**src/rtl/cpu_cmd_queue_if.sv**
```systemverilog
// Signal bundle between the host, cpu_cmd_queue and the bus top.
// The bus byte-lane mask is named bus_byte because "byte" is a reserved word.
interface cpu_cmd_queue_if;
    // host command channel
    logic        cmd_valid;
    logic        cmd_ready;
    logic        cmd_wr;
    logic [3:0]  cmd_byte;
    logic [3:0]  cmd_addr;
    logic [31:0] cmd_wdata;
    // bus top side
    logic        wr;
    logic        rd;
    logic [3:0]  bus_byte;
    logic [3:0]  addr;
    logic [31:0] wdata;
    logic        rdata_v;
    logic [31:0] rdata;
    // host response channel
    logic        rsp_valid;
    logic        rsp_ready;
    logic [31:0] rsp_data;
    logic        rsp_err;
    logic        busy;

    modport master (
        input  cmd_valid, cmd_wr, cmd_byte, cmd_addr, cmd_wdata,
        input  rdata_v, rdata, rsp_ready,
        output cmd_ready, wr, rd, bus_byte, addr, wdata,
        output rsp_valid, rsp_data, rsp_err, busy
    );

    modport slave (
        output cmd_valid, cmd_wr, cmd_byte, cmd_addr, cmd_wdata,
        output rdata_v, rdata, rsp_ready,
        input  cmd_ready, wr, rd, bus_byte, addr, wdata,
        input  rsp_valid, rsp_data, rsp_err, busy
    );
endinterface

```
**src/rtl/cpu_cmd_queue.sv**
```systemverilog
// Host command FIFO that issues single-cycle wr/rd pulses to the bus top and returns read data.
// Define WR_ACK_EN to make every write produce a zero-data response when its gap expires.
module cpu_cmd_queue #(
    parameter int DEPTH      = 4,
    parameter int AW         = $clog2(DEPTH),
    parameter int WR_GAP     = 8,
    parameter int RD_TIMEOUT = 64
) (
    input logic             clk,
    input logic             rst_n,
    cpu_cmd_queue_if.master bus
);

    localparam int CNT_MAX = (WR_GAP > RD_TIMEOUT) ? WR_GAP : RD_TIMEOUT;
    localparam int CW      = $clog2(CNT_MAX + 1);

    localparam logic [AW:0]   FULL_CNT = (AW+1)'(DEPTH);
    localparam logic [CW-1:0] GAP_LOAD = CW'(WR_GAP);
    localparam logic [CW-1:0] TMO_LOAD = CW'(RD_TIMEOUT);
    localparam logic [CW-1:0] CNT_LAST = CW'(1);

    typedef enum logic [2:0] {
        IDLE,
        ISSUE,
        WAIT_WR,
        WAIT_RD,
        RESP
    } state_e;

    typedef struct packed {
        logic        wr;
        logic [3:0]  mask;
        logic [3:0]  addr;
        logic [31:0] wdata;
    } cmd_t;

    cmd_t          mem_q [DEPTH];
    cmd_t          cmd_in;
    logic          push;
    logic          pop;

    logic [AW-1:0] wr_ptr_q, wr_ptr_d;
    logic [AW-1:0] rd_ptr_q, rd_ptr_d;
    logic [AW:0]   count_q,  count_d;
    state_e        state_q,  state_d;
    logic [CW-1:0] cnt_q,    cnt_d;
    cmd_t          cur_q,    cur_d;
    logic [31:0]   rsp_data_q, rsp_data_d;
    logic          rsp_err_q,  rsp_err_d;

    // ------------------------------------------------------------------
    // FIFO bookkeeping
    // ------------------------------------------------------------------
    // NOTE: every signal written in an always_comb gets a default first, so no path leaves it unassigned and no latch is inferred.
    always_comb begin
        cmd_in   = '{wr: bus.cmd_wr, mask: bus.cmd_byte, addr: bus.cmd_addr, wdata: bus.cmd_wdata};
        push     = bus.cmd_valid && (count_q != FULL_CNT);
        pop      = (state_q == IDLE) && (count_q != '0);
        wr_ptr_d = wr_ptr_q;
        rd_ptr_d = rd_ptr_q;
        count_d  = count_q;

        if (push) wr_ptr_d = wr_ptr_q + 1'b1;
        if (pop)  rd_ptr_d = rd_ptr_q + 1'b1;

        unique case ({push, pop})
            2'b10:   count_d = count_q + 1'b1;
            2'b01:   count_d = count_q - 1'b1;
            default: count_d = count_q;
        endcase
    end

    // NOTE: the storage array is deliberately not reset; pointers and count alone decide which entries are live.
    always_ff @(posedge clk) begin
        if (push) mem_q[wr_ptr_q] <= cmd_in;
    end

    // ------------------------------------------------------------------
    // Issue / wait / response sequencer
    // ------------------------------------------------------------------
    always_comb begin
        state_d    = state_q;
        cnt_d      = cnt_q;
        cur_d      = cur_q;
        rsp_data_d = rsp_data_q;
        rsp_err_d  = rsp_err_q;

        unique case (state_q)
            IDLE: begin
                if (pop) begin
                    cur_d   = mem_q[rd_ptr_q];
                    state_d = ISSUE;
                end
            end

            ISSUE: begin
                if (cur_q.wr) begin
                    cnt_d   = GAP_LOAD;
                    state_d = WAIT_WR;
                end else begin
                    cnt_d   = TMO_LOAD;
                    state_d = WAIT_RD;
                end
            end

            // The counter expires on the cycle it would reach zero, which spaces
            // consecutive write pulses WR_GAP + 2 cycles apart.
            WAIT_WR: begin
                cnt_d = cnt_q - 1'b1;
                if (cnt_q == CNT_LAST) begin
`ifdef WR_ACK_EN
                    rsp_data_d = '0;
                    rsp_err_d  = 1'b0;
                    state_d    = RESP;
`else
                    state_d    = IDLE;
`endif
                end
            end

            // Returned data takes priority over a timeout expiring in the same cycle.
            WAIT_RD: begin
                if (bus.rdata_v) begin
                    rsp_data_d = bus.rdata;
                    rsp_err_d  = 1'b0;
                    state_d    = RESP;
                end else begin
                    cnt_d = cnt_q - 1'b1;
                    if (cnt_q == CNT_LAST) begin
                        rsp_data_d = '0;
                        rsp_err_d  = 1'b1;
                        state_d    = RESP;
                    end
                end
            end

            RESP: begin
                if (bus.rsp_ready) state_d = IDLE;
            end

            default: state_d = IDLE;
        endcase
    end

    // NOTE: sequential state is updated with non-blocking assignments so every flop samples pre-edge values.
    always_ff @(posedge clk) begin
        if (!rst_n) begin
            wr_ptr_q   <= '0;
            rd_ptr_q   <= '0;
            count_q    <= '0;
            state_q    <= IDLE;
            cnt_q      <= '0;
            cur_q      <= '0;
            rsp_data_q <= '0;
            rsp_err_q  <= 1'b0;
        end else begin
            wr_ptr_q   <= wr_ptr_d;
            rd_ptr_q   <= rd_ptr_d;
            count_q    <= count_d;
            state_q    <= state_d;
            cnt_q      <= cnt_d;
            cur_q      <= cur_d;
            rsp_data_q <= rsp_data_d;
            rsp_err_q  <= rsp_err_d;
        end
    end

    // ------------------------------------------------------------------
    // Outputs
    // ------------------------------------------------------------------
    assign bus.cmd_ready = (count_q != FULL_CNT);
    assign bus.wr        = (state_q == ISSUE) &&  cur_q.wr;
    assign bus.rd        = (state_q == ISSUE) && !cur_q.wr;
    assign bus.bus_byte  = cur_q.mask;
    assign bus.addr      = cur_q.addr;
    assign bus.wdata     = cur_q.wdata;
    assign bus.rsp_valid = (state_q == RESP);
    assign bus.rsp_data  = rsp_data_q;
    assign bus.rsp_err   = rsp_err_q;
    assign bus.busy      = (count_q != '0) || (state_q != IDLE);

endmodule
```
**src/flat_wrapper.sv**
```systemverilog
// flat-port wrapper written by rule: the top's interface ports become plain ports
module cpu_cmd_queue_flat 
#(
    parameter int DEPTH      = 4,
    parameter int AW         = $clog2(DEPTH),
    parameter int WR_GAP     = 8,
    parameter int RD_TIMEOUT = 64
)
  (clk, rst_n, bus_cmd_valid, bus_cmd_wr, bus_cmd_byte, bus_cmd_addr, bus_cmd_wdata, bus_rdata_v, bus_rdata, bus_rsp_ready, bus_cmd_ready, bus_wr, bus_rd, bus_bus_byte, bus_addr, bus_wdata, bus_rsp_valid, bus_rsp_data, bus_rsp_err, bus_busy);
  cpu_cmd_queue_if bus_i ();
  input logic clk;
  input logic rst_n;
  input wire logic [$bits(bus_i.cmd_valid)-1:0] bus_cmd_valid;
  input wire logic [$bits(bus_i.cmd_wr)-1:0] bus_cmd_wr;
  input wire logic [$bits(bus_i.cmd_byte)-1:0] bus_cmd_byte;
  input wire logic [$bits(bus_i.cmd_addr)-1:0] bus_cmd_addr;
  input wire logic [$bits(bus_i.cmd_wdata)-1:0] bus_cmd_wdata;
  input wire logic [$bits(bus_i.rdata_v)-1:0] bus_rdata_v;
  input wire logic [$bits(bus_i.rdata)-1:0] bus_rdata;
  input wire logic [$bits(bus_i.rsp_ready)-1:0] bus_rsp_ready;
  output wire logic [$bits(bus_i.cmd_ready)-1:0] bus_cmd_ready;
  output wire logic [$bits(bus_i.wr)-1:0] bus_wr;
  output wire logic [$bits(bus_i.rd)-1:0] bus_rd;
  output wire logic [$bits(bus_i.bus_byte)-1:0] bus_bus_byte;
  output wire logic [$bits(bus_i.addr)-1:0] bus_addr;
  output wire logic [$bits(bus_i.wdata)-1:0] bus_wdata;
  output wire logic [$bits(bus_i.rsp_valid)-1:0] bus_rsp_valid;
  output wire logic [$bits(bus_i.rsp_data)-1:0] bus_rsp_data;
  output wire logic [$bits(bus_i.rsp_err)-1:0] bus_rsp_err;
  output wire logic [$bits(bus_i.busy)-1:0] bus_busy;
  assign bus_i.cmd_valid = bus_cmd_valid;
  assign bus_i.cmd_wr = bus_cmd_wr;
  assign bus_i.cmd_byte = bus_cmd_byte;
  assign bus_i.cmd_addr = bus_cmd_addr;
  assign bus_i.cmd_wdata = bus_cmd_wdata;
  assign bus_i.rdata_v = bus_rdata_v;
  assign bus_i.rdata = bus_rdata;
  assign bus_i.rsp_ready = bus_rsp_ready;
  assign bus_cmd_ready = bus_i.cmd_ready;
  assign bus_wr = bus_i.wr;
  assign bus_rd = bus_i.rd;
  assign bus_bus_byte = bus_i.bus_byte;
  assign bus_addr = bus_i.addr;
  assign bus_wdata = bus_i.wdata;
  assign bus_rsp_valid = bus_i.rsp_valid;
  assign bus_rsp_data = bus_i.rsp_data;
  assign bus_rsp_err = bus_i.rsp_err;
  assign bus_busy = bus_i.busy;
  cpu_cmd_queue #(.DEPTH(DEPTH), .AW(AW), .WR_GAP(WR_GAP), .RD_TIMEOUT(RD_TIMEOUT)) u_core (.clk(clk), .rst_n(rst_n), .bus(bus_i));
endmodule
```
**config.mk**
```make
export PLATFORM = sky130hd
export DESIGN_NAME = cpu_cmd_queue_flat
export DESIGN_NICKNAME = d
export VERILOG_FILES = /design/src/rtl/cpu_cmd_queue_if.sv /design/src/rtl/cpu_cmd_queue.sv /design/src/flat_wrapper.sv
export SDC_FILE = /design/constraint.sdc
export NUM_CORES = 1
export LEC_CHECK = 0
export BUFFER_PORTS_ARGS = -buffer_cell sky130_fd_sc_hd__buf_4
export CAP_MARGIN = 15
export CORE_ASPECT_RATIO = 1.4
export CORE_MARGIN = 10
export CORE_UTILIZATION = 63
export CTS_BUF_LIST = sky130_fd_sc_hd__clkbuf_8
export DETAILED_ROUTE_END_ITERATION = 10
export PLACE_DENSITY = 0.84
export SYNTH_ARGS = -nofsm -noshare
export SYNTH_HDL_FRONTEND = slang
export SYNTH_SLANG_ARGS = --single-unit
```
**constraint.sdc**
```tcl
create_clock -name clk -period 5.4 [get_ports clk]
set_input_delay 1.08 -clock clk [delete_from_list [all_inputs] [get_ports clk]]
set_output_delay 1.08 -clock clk [all_outputs]
set_load 0.03 [all_outputs]
```
## Word level (Yosys, flattened, before mapping)

Memories as Yosys holds them, arrays and structs flattened. A register that Yosys moved wholly into a read port is not among the register bits.
Index checks and enable logic that the tools add are counted.

- Add/subtract/negate cells: 5
- Equal/unequal tests: 13
- Multiplexer cells: 17
- Reductions and logical operators: 17

Operator list:

| operator | count |
|---|---|
| 32-bit two-way mux | 2 |
| 7-bit one-hot mux with 3 select lines | 1 |
| 3-bit two-way mux | 5 |
| 3-bit one-hot mux with 5 select lines | 1 |
| 7-bit two-way mux | 2 |
| 3-bit nonzero test | 3 |
| 7-bit by 1-bit equality test with 1-bit output (second input constant) | 1 |
| 7-bit by 1-bit subtractor with 7-bit output (second input constant) | 1 |
| 3-bit by 2-bit equality test with 1-bit output (second input constant) | 2 |
| 3-bit one-hot mux with 2 select lines | 1 |
| 2-bit AND reduction | 3 |
| 1-bit two-way mux | 5 |
| 2-bit by 1-bit adder with 2-bit output (second input constant) | 2 |
| 1-bit logical AND | 4 |
| 2-bit by 1-bit != test with 1-bit output (second input constant) | 2 |
| 2-bit != test (second input constant) | 2 |
| 4-bit AND reduction | 1 |
| 2-bit nonzero test | 2 |
| 3-bit by 1-bit adder with 3-bit output (second input constant) | 1 |
| 3-bit by 1-bit equality test with 1-bit output (second input constant) | 1 |
| 3-bit equality test (second input constant) | 1 |
| 3-bit zero test | 1 |
| 3-bit by 2-bit != test with 1-bit output (second input constant) | 1 |
| 3-bit != test (second input constant) | 1 |
| other kinds (5) | 6 |

- Register bits after elaboration: 50
- RAM bits: 164
- Input bits: 78
- Output and inout port bits: 78
- Word-level logic and storage cells: 60
- Memories: 1

Memories:

| name | words | width | read ports | clocked after Yosys merged registers in | write ports | RTL line | text |
|---|---|---|---|---|---|---|---|
| u_core.mem_q | 4 | 41 | 1 | 1 | 1 | cpu_cmd_queue.sv:37 | `cmd_t mem_q [DEPTH];` |

## Depth between registers and ports, before layout

- Depth in word-level cells: 4
- Depth in mapped cells: 11

## Least setup slack after synthesis

Ideal clock, no wire load.

- Kind: in2reg
- Start point: in bus_cmd_valid
- End point: reg u_core.count_q[2]
- Library setup time: 71 ps
- Arrival: 2506 ps
- Required time: 5329 ps
- Path slack: 2823 ps
- Stages: 8
- Path buffers: 0
- Cell sequence: and2_1 inv_1 ha_1 inv_1 fa_1 xor2_1 or3_1 a21oi_1

- Longest elaborated chain between the ends: 3

Ends and longest elaborated chain:

| element | RTL line | text |
|---|---|---|
| start: declaration | flat_wrapper.sv:13 | `input wire logic [$bits(bus_i.cmd_valid)-1:0] bus_cmd_valid;` |
| 1-bit logical AND (*) | cpu_cmd_queue.sv:57 | `push = bus.cmd_valid && (count_q != FULL_CNT);` |
| 2-bit by 1-bit equality test with 1-bit output or 2-bit equality test (tied branches) | cpu_cmd_queue.sv:66 | `unique case ({push, pop})` |
| 3-bit one-hot mux with 2 select lines or 2-bit nonzero test (tied branches) | n/a |  |
| end signal: assignment | cpu_cmd_queue.sv:159 | `count_q <= count_d;` |
| end: declaration | cpu_cmd_queue.sv:44 | `logic [AW:0] count_q, count_d;` |

Every way passes the cells marked *; elsewhere a longest branch is shown, timed or not.
A chain may end at the register's enable or synchronous reset.

## Final worst setup path

- Start point: reg u_core.state_q[0]
- End point: reg u_core.count_q[2]

- Longest elaborated chain between the ends: 4

Ends and longest elaborated chain:

| element | RTL line | text |
|---|---|---|
| start: declaration | cpu_cmd_queue.sv:45 | `state_e state_q, state_d;` |
| start signal: assignment | cpu_cmd_queue.sv:160 | `state_q <= state_d;` |
| 3-bit zero test (*) | cpu_cmd_queue.sv:58 | `pop = (state_q == IDLE) && (count_q != '0);` |
| 1-bit logical AND (*) | cpu_cmd_queue.sv:58 |  |
| 2-bit by 1-bit equality test with 1-bit output or 2-bit equality test (tied branches) | cpu_cmd_queue.sv:66 |  |
| 3-bit one-hot mux with 2 select lines or 2-bit nonzero test (tied branches) | n/a |  |

Marks and branches as above.

==> results.json <==
{
  "netlist_top_cells_count": "164 x edfxtp_1, 91 x dfxtp_1, 49 x nand2_1, 42 x buf_4, 41 x mux4_2",
  "outcome": "finished, final reports clean",
  "synth_compound_area_share_pct": 10.34,
  "synth.area.mux_share_pct": 9.480,
  "cp-end-kind": "register",
  "root_buffer": "clkbuf_8",
  "overflow": 0,
  "rows": 54,
  "cts_hold_buf": 0,
  "synthCells": 591,
  "synthTopCellsByArea": "edfxtp_1 49%, dfxtp_1 18%, mux4_2 9.3%",
  "synth_cell_types": 49,
  "grt_max_degree": 49,
  "drc_errors": 0,
  "cts_setup_buffers": 0,
  "slew_violations": 0,
  "wl_per_cell_um": 21.19,
  "max_freq_mhz": 331.8,
  "gp_congestion": 0.8891,
  "antenna_found_initial": 0,
  "synth.ff_latch_count": 255,
  "clk_path_buf_depth": 3,
  "grt_usage_pct": 18.23,
  "initial_utilization_pct": 64.21,
  "sequentialPowerShare_pct": 45.7,
  "syn2layout_area_growth_pct": 16.74,
  "worstSetupPathType": "reg2reg",
  "cts_sinks": 255,
  "p_per_area_nw_per_um2": 493.4,
  "rsz0062_at_grt": "no",
  "dieArea_um2": 21340,
  "dp_hpwl_mm": 12.43,
  "drt_wl_total_mm": 19.86,
  "vias": 5421,
  "fin_area_um2": 11650,
  "yosysTopAreaCell": "edfxtp_1",
  "swShare_pct": 32.49,
  "peakVddDrop_mv": 0.2967,
  "die_x_um": 126.4,
  "firstDrtPassIters": 5,
  "netlist_area_um2": 9978,
  "start_kind": "register",
  "cts_buffers": 37,
  "yosys.area_share.simple_pct": 5.003,
  "synth-edff-count": 164,
  "drt-initial-drc-count": 333,
  "synth_top_area_share_pct": 49.35,
  "yosysSeqAreaShare_pct": 67.61,
  "cp.arrival_ps": 3430,
  "holdWs_ps": 467.2,
  "synth_top_family_by_area": "compound AO/OA/AOI/OAI gates",
  "wl_met1_mm": 7.476,
  "cap_viol_max_count": 0,
  "path_max_fanout": 46,
  "num_io_pins": 156,
  "min_period_ps": 3014,
  "relSlewSlack_pct": 23.22,
  "ys_warn_count": 0,
  "layout-drive-gt1-share_pct": 41.57,
  "final_net_count": 800,
  "path_clk_slew_ps": 60,
  "cts_tree": "done",
  "p_int_w": 0.003880,
  "async_flop_share_pct": 0,
  "htree_levels": 2,
  "clock_latency_ps": 510,
  "dr.max_layer_used": "met4",
  "fin_crit_sh_pct": 55.82,
  "tns_ps": 0,
  "worstPathRequired_ps": 5810,
  "hold_viol": 0,
  "grt_pass1_vias": 5951,
  "vias_per_cell": 5.785,
  "antenna_left": 0,
  "pre_cts_ws_ps": 1969,
  "synth_most_common_cell": "edfxtp_1",
  "dpl-instance-area_um2": 10880,
  "syn_avg_cell_area_um2": 16.88,
  "synthFlopType": "edfxtp_1",
  "setup_violations": 0,
  "grt_pass1_wl_mm": 31.44,
  "worst_pin_slew_ps": 1152,
  "num_antenna_cells": 0,
  "p_sw_w": 0.001867,
  "clkPwrFrac_pct": 25.6,
  "coreArea_um2": 15540,
  "combPwrFrac_pct": 28.6,
  "clock_skew_ps": 26.32,
  "synthAdderAreaFrac_pct": 1.078,
  "dr_wl_met3_mm": 1.484,
  "fin_ws_ps": 2386,
  "syn_nets": 677,
  "numPortBuffers": 155,
  "hp-class": "reg2reg",
  "routed-wl-met2_mm": 10.40,
  "die_height_um": 168.9,
  "p_leak_nw": 4.275,
  "post-route-util_pct": 74.96,
  "cts-resized-gates": 0,
  "synth-xor-area-share_pct": 0.6144
}
[critical path, stage by stage (launching register included)]
cell and delay [ps]:
dfxtp_1 420, nor3_4 230, nor2b_4 160, buf_4 610, ha_1 300, inv_1 70
fa_1 440, xor2_1 170, or3_1 310, a21oi_1 160
[cell type report]
| cell class | instances | area, um^2 |
|---|---|---|
| multi-input cells | 251 | 2670 |
| fillers | 963 | 3891 |
| flip-flops and latches | 255 | 6751 |
| clock buffers | 45 | 619.3 |
| inverters | 10 | 37.54 |
| repair buffers | 159 | 1214 |
| well taps | 196 | 245.2 |
| clock inverters | 21 | 111.4 |
[layer usage]
layer  track usage (%)  vias to the layer above
met2             32.22                      195
met1             20.66                     2705
met3             5.033                       34
met4             6.203                        0
met5                 0                        -
li1                  -                     2487
[worst paths after layout]
check                        from              endpoint  slack [ps]  cells past startpoint
max             u_core.state_q[0]     u_core.count_q[2]        2390                      9
min          u_core.bus.wdata[25]  u_core.bus.wdata[25]         470                      2
max reg2reg     u_core.state_q[0]     u_core.count_q[2]        2390                      9
min reg2reg  u_core.bus.wdata[25]  u_core.bus.wdata[25]         470                      2
[flip-flops by register name, indices dropped and copies added, names as in the netlist]
| signal | count |
|---|---|
| u_core.mem_q | 164 |
| u_core.bus.rsp_data | 32 |
| u_core.bus.wdata | 32 |
| u_core.cnt_q | 7 |
| u_core.bus.addr | 4 |
| u_core.bus.bus_byte | 4 |
| u_core.count_q | 3 |
| u_core.state_q | 3 |
| u_core.rd_ptr_q | 2 |
| u_core.wr_ptr_q | 2 |
| u_core.bus.rsp_err | 1 |
| u_core.cur_q | 1 |
[per-stage QoR]
step,power (W),cells
after detailed placement,0.004329,869
final,0.005748,937
after global routing,0.006029,937
after floorplan,0.004014,591
after CTS,0.005804,935
after global placement,0.004258,869
[layout by cell type, fill, tap and decap left out, types with 3 or more instances in the layout]
master | synthesis | layout
edfxtp_1 | 164 | 164
buf_4 | 42 | 157
dfxtp_1 | 91 | 89
nand2_1 | 49 | 49
clkbuf_8 | 0 | 45
mux4_2 | 41 | 41
o2bb2ai_2 | 40 | 40
a22o_1 | 32 | 32
inv_1 | 10 | 25
nor2_1 | 14 | 14
ha_1 | 7 | 7
a21oi_1 | 6 | 6
xor2_1 | 5 | 5
nor3_1 | 4 | 4
and3_2 | 0 | 4
o21ai_0 | 4 | 4
nand2b_1 | 3 | 3
and2_1 | 3 | 3
nand3_1 | 3 | 3
nand4_1 | 3 | 3
[power by group through the flow]
stage	combinational, W	sequential [W]	clock [W]
after floorplan	0.00147	0.00255	0
after global placement	0.00159	0.00267	0
after detailed placement	0.00164	0.00269	0
after CTS	0.00165	0.00265	0.00150
after global routing	0.00176	0.00267	0.00160
final	0.00165	0.00263	0.00147
[cells by family after synthesis]
logic type | Yosys count
AO/OA/AOI/OAI | 93
adder cells (fa/ha/maj) | 8
buffers and inverters | 85
multiplexers | 43
XOR/XNOR | 7
flip-flops | 255
AND/OR/NAND/NOR | 100
Power figures use the tool's default switching activity.
